File: src/rtl/regfile_pkg.sv
// ---------------------------------------------------------------------------
// regfile_pkg
// Shared constants and types for the register-file writeback arbiter slice.
//   WIDTH     : register data width
//   AW        : register address width (2**AW registers, x0 hard-wired zero)
//   NUM_REGS  : number of architectural registers
//   reg_addr_t: register address type
//   word_t    : register data type
//   grant_idx_t: which requester last won the write port
// ---------------------------------------------------------------------------
package regfile_pkg;

    localparam int WIDTH    = 32;
    localparam int AW       = 5;
    localparam int NUM_REGS = 2 ** AW;

    typedef logic [AW-1:0]    reg_addr_t;
    typedef logic [WIDTH-1:0] word_t;

    typedef enum logic {
        GRANT_REQ0 = 1'b0,
        GRANT_REQ1 = 1'b1
    } grant_idx_t;

endpackage

File: src/rtl/regfile_wb_arbiter_rr_arb2.sv
// ---------------------------------------------------------------------------
// rr_arb2
// Two-way round-robin arbiter, purely combinational.
// Ports:
//   valid[1:0]  : request lines, bit N = requester N
//   last_grant  : index of the requester that won the most recent transfer
//   grant[1:0]  : one-hot grant (all zero when nobody requests)
// ---------------------------------------------------------------------------
module rr_arb2 (
    input  logic [1:0] valid,
    input  logic       last_grant,
    output logic [1:0] grant
);

    // A lone requester always wins; on a tie the requester that did not win
    // last time gets the port, which gives strict 0,1,0,1 alternation.
    always_comb begin
        grant = 2'b00;
        case (valid)
            2'b01:   grant = 2'b01;
            2'b10:   grant = 2'b10;
            2'b11:   grant = last_grant ? 2'b01 : 2'b10;
            default: grant = 2'b00;
        endcase
    end

endmodule

File: src/rtl/regfile_wb_arbiter.sv
// ---------------------------------------------------------------------------
// regfile_wb_arbiter
// Shares the single regfile write port between an ALU writeback requester
// (req0) and a load/multicycle requester (req1) with round-robin arbitration,
// and keeps a pending-write scoreboard so decode can stall on RAW hazards.
// Ports:
//   clk, reset                 : clock, synchronous active-high reset
//   req0_valid/addr/data/ready : requester 0 handshake
//   req1_valid/addr/data/ready : requester 1 handshake
//   claim_valid/claim_addr     : decode marks a destination register busy
//   ra1, ra2                   : snooped regfile read addresses
//   we3, wa3, wd3              : registered regfile write port
//   hazard                     : busy[ra1] | busy[ra2]
//   busy                       : pending-write scoreboard, one bit per reg
// ---------------------------------------------------------------------------
module regfile_wb_arbiter
    import regfile_pkg::*;
#(
    parameter int WIDTH = regfile_pkg::WIDTH,
    parameter int AW    = regfile_pkg::AW
) (
    input  logic               clk,
    input  logic               reset,
    input  logic               req0_valid,
    input  logic [AW-1:0]      req0_addr,
    input  logic [WIDTH-1:0]   req0_data,
    output logic               req0_ready,
    input  logic               req1_valid,
    input  logic [AW-1:0]      req1_addr,
    input  logic [WIDTH-1:0]   req1_data,
    output logic               req1_ready,
    input  logic               claim_valid,
    input  logic [AW-1:0]      claim_addr,
    input  logic [AW-1:0]      ra1,
    input  logic [AW-1:0]      ra2,
    output logic               we3,
    output logic [AW-1:0]      wa3,
    output logic [WIDTH-1:0]   wd3,
    output logic               hazard,
    output logic [2**AW-1:0]   busy
);

    localparam int NREGS = 2 ** AW;

    grant_idx_t         last_grant;
    logic [1:0]         grant;
    logic               xfer;
    logic [AW-1:0]      sel_addr;
    logic [WIDTH-1:0]   sel_data;
    logic [NREGS-1:0]   busy_next;

    rr_arb2 u_arb (
        .valid      ({req1_valid, req0_valid}),
        .last_grant (last_grant),
        .grant      (grant)
    );

    assign req0_ready = grant[0];
    assign req1_ready = grant[1];
    assign xfer       = |grant;
    assign sel_addr   = grant[1] ? req1_addr : req0_addr;
    assign sel_data   = grant[1] ? req1_data : req0_data;

    // Register the granted write one cycle after the handshake. A transfer
    // to x0 still completes the handshake but never raises the write enable.
    always_ff @(posedge clk) begin
        if (reset) begin
            we3        <= 1'b0;
            wa3        <= '0;
            wd3        <= '0;
            last_grant <= GRANT_REQ1;
        end else begin
            we3 <= xfer && (sel_addr != '0);
            if (xfer) begin
                wa3        <= sel_addr;
                wd3        <= sel_data;
                last_grant <= grant[1] ? GRANT_REQ1 : GRANT_REQ0;
            end
        end
    end

    // The clear for the register being written this cycle is applied first
    // so that a new claim of the same register on the same edge survives.
    always_comb begin
        busy_next = busy;
        if (we3) begin
            busy_next[wa3] = 1'b0;
        end
        if (claim_valid && (claim_addr != '0)) begin
            busy_next[claim_addr] = 1'b1;
        end
        busy_next[0] = 1'b0;
    end

    always_ff @(posedge clk) begin
        if (reset) begin
            busy <= '0;
        end else begin
            busy <= busy_next;
        end
    end

    // busy[0] is never set, so reads of x0 never stall decode.
    assign hazard = busy[ra1] | busy[ra2];

endmodule

File: config.mk
export PLATFORM = sky130hd
export DESIGN_NAME = regfile_wb_arbiter
export DESIGN_NICKNAME = d
export VERILOG_FILES = /design/src/rtl/regfile_pkg.sv /design/src/rtl/regfile_wb_arbiter_rr_arb2.sv /design/src/rtl/regfile_wb_arbiter.sv
export SDC_FILE = /design/constraint.sdc
export NUM_CORES = 1
export LEC_CHECK = 0
export CORE_ASPECT_RATIO = 0.6
export CORE_UTILIZATION = 40
export CTS_BUF_LIST = sky130_fd_sc_hd__clkbuf_8
export DETAILED_ROUTE_END_ITERATION = 8
export GPL_ROUTABILITY_DRIVEN = 1
export GPL_TIMING_DRIVEN = 1
export HOLD_SLACK_MARGIN = 0.05
export PLACE_DENSITY = 0.82
export RECOVER_POWER = 100
export SKIP_LAST_GASP = 1
export SLEW_MARGIN = 20
export SYNTH_ARGS = -nofsm -noshare
export SYNTH_HDL_FRONTEND = slang
export SYNTH_HIERARCHICAL = 1
export SYNTH_SLANG_ARGS = --single-unit
export TNS_END_PERCENT = 1
File: constraint.sdc
create_clock -name clk -period 2.71 [get_ports clk]
set_input_delay 0.271 -clock clk [delete_from_list [all_inputs] [get_ports clk]]
set_output_delay 0.271 -clock clk [all_outputs]
set_load 0.02 [all_outputs]
==> qor.yml <==
status: "complete, no violations"
powerDensity_mw_per_mm2: 495
ctsHoldBuffers: 0
grt_pass1_vias: 3569
setup_viol: 0
drive_gt1_frac: 0.0759
vdd_drop_max_mv: 0.354
rsz0062_at_grt: "no"
syn-num-nets: 523
pre_cts_slack_ns: -0.149
hpwl_um: 9140
grt_antenna_before_repair: 0
ys_seq_area_frac: 0.390
gp_congestion: 0.851
maxSlewHeadroom: 0.343
critical_path_class: "in2out"
cts-root-buf: "clkbuf_8"
max_freq_mhz: 382
clk-insertion-delay-late_ns: 0.36
grt_use_met2: 0.388
post-route-drc-count: 0
skew_ns: 0.00652
crit_chain: "clkdlybuf4s50_1 -> mux4_1 -> mux2_2 -> a31oi_1 -> o2111ai_1 -> dlygate4sd2_1"
numCtsBuffers: 9
ant_nets: 0
required_ns: 2.44
max_stage_delay_ns: 0.59
path_max_fanout: 5
synthFlopType: "dfxtp_1"
met1_usage: 0.351
grt_overflow: 0
cts_sinks: 70
drv_cap: 0
final_cell_mix: "88 x clkdlybuf4s50_1, 85 x nor2_1, 75 x dlygate4sd3_1, 70 x a21oi_1, 70 x dfxtp_1"
critPathLaunchType: "input pin"
wirelength_um: 12000
finalCritPeriodShare: 0.967
synth-edff-count: 0
p_seq_frac: 0.403
vias: 3854
internal_power_w: 0.00204
viasPerCell: 5.47
cts_setup_buffers: 0
clk_pin_slew_ns: 0.07
crit_path_top_delay_cell: "clkdlybuf4s50_1"
p_clk_frac: 0.385
swShare: 0.265
gr-usage-met3: 0.0962
finalWorstPathRequiredPeriod_ns: 2.62
coreArea_sq_mm: 0.00862
timing.final.ws_setup_ns: 0.0906
power.net_switching_w: 0.000736
maxSlewViolCount: 0
drt_iter0_markers: 312
cts_resized: 1
fp.dieArea_sq_mm: 0.00937
synth_area_sq_mm: 0.00359
area_growth_syn_to_layout_pct: 56.3
syn_area_per_cell_sq_um: 8.37
htreeDepth: 3
io_buffer_count: 165
min_path_type: "in2reg"
combPwrFrac: 0.212
final.fill_count: 698
grt_max_degree: 55
synthCells: 429
synthArstFlopShare: 0
arrival_ns: 2.35
track_usage: 0.258
die_h_um: 75.4
hold_violations: 0
final_common_cell: "clkdlybuf4s50_1"
clk_path_buf_depth: 2
ys_ff_latch: 70
rows: 26
drt-pass1-iter-count: 5
synth.distinct_cells: 34
die_width_um: 124
wire_per_inst_um: 17.0
antennaDiodeCount: 0
grt_pass1_wl_um: 18800
ys_warn_count: 6
grt_busiest_layer: "met2"
fin_nets: 682
end_kind: "output pin"
p_leak_nw: 2.39
ioPinCount: 167
max_slew.worst_pin.slew_ns: 0.985
cts_tree: "yes"
finalPower_w: 0.00278
start_util: 0.416
flip-flops by register name, summed over array words and instances (netlist names):
name	cells
wa3	5
last_grant	1
busy	31
we3	1
wd3	32
final cells by class:
class	instances	area, sq um	share of cell area
multi-input combinational	323	2040	0.364
sequential	70	1400	0.250
timing repair buffer	181	1760	0.314
clock buffer	11	151	0.0270
tap	112	140	0.0250
clock inverter	5	104	0.0185
inverter	3	11.3	0.00201
worst max-delay path, delay by kind of cell:
| kind | cells | cell delay (ns) |
|---|---|---|
| muxes | 2 | 0.84 |
| AOI/OAI and AO/OA | 2 | 0.30 |
| buffers and inverters | 2 | 0.93 |
cells in the mapped netlist (3+ instances only):
master / count / area share
buf_2: 8 / 0.011
dfxtp_1: 70 / 0.39
nor3_1: 3 / 0.0042
clkbuf_1: 21 / 0.022
nor2_1: 85 / 0.089
mux4_2: 8 / 0.050
a21oi_1: 70 / 0.098
o21ai_0: 33 / 0.046
nand3_1: 4 / 0.0056
inv_1: 3 / 0.0031
mux2i_1: 40 / 0.11
nand3b_1: 8 / 0.017
and3b_1: 4 / 0.0098
mux4_1: 6 / 0.044
nand2_1: 37 / 0.039
nor3b_1: 5 / 0.010
metrics by stage:
stage                     cells  area [sq um]  setup TNS, ns   util  hold WS [ns]
after floorplan             429          3590              0      -         0.414
after global placement      689          5370         -0.103  0.623         0.515
after detailed placement    689          5370         -0.149  0.623         0.520
after CTS                   705          5630              0  0.653         0.405
after global routing        705          5610              0  0.651         0.439
final                       705          5610              0  0.651         0.421
power groups by stage:
stage          clock network (W)  registers [W]  logic [W]
2_1_floorplan                  0        0.00119   0.000243
3_3_place_gp                   0        0.00114   0.000595
3_5_place_dp                   0        0.00115   0.000608
4_1_cts                  0.00110        0.00112   0.000611
5_1_grt                  0.00114        0.00113   0.000634
6_report                 0.00107        0.00112   0.000588
cell families (layout without fill, tap and decap cells):
kind of cell / Yosys count / in the layout / synth area share
AND/OR/NAND/NOR: 155 / 155 / 0.192
flip-flops: 70 / 70 / 0.390
other: 1 / 1 / 0.00104
multiplexers: 56 / 56 / 0.212
buffers and inverters: 36 / 200 / 0.0436
AO/OA/AOI/OAI: 111 / 111 / 0.161
worst paths after layout:
path / start / to / slack (ns) / cells past startpoint
max: ra2[0] / hazard / 0.09 / 6
min: reset / wd3[28] / 0.42 / 2
max reg2reg: last_grant / wd3[16] / 0.80 / 5
min reg2reg: last_grant / last_grant / 0.49 / 2
metal layers:
metal	up-vias	part of all wire
met5	-	0
met4	0	0.0085
met3	14	0.11
met2	228	0.42
met1	1784	0.46
li1	1828	-
No activity file was read; power rests on OpenSTA's default activity.
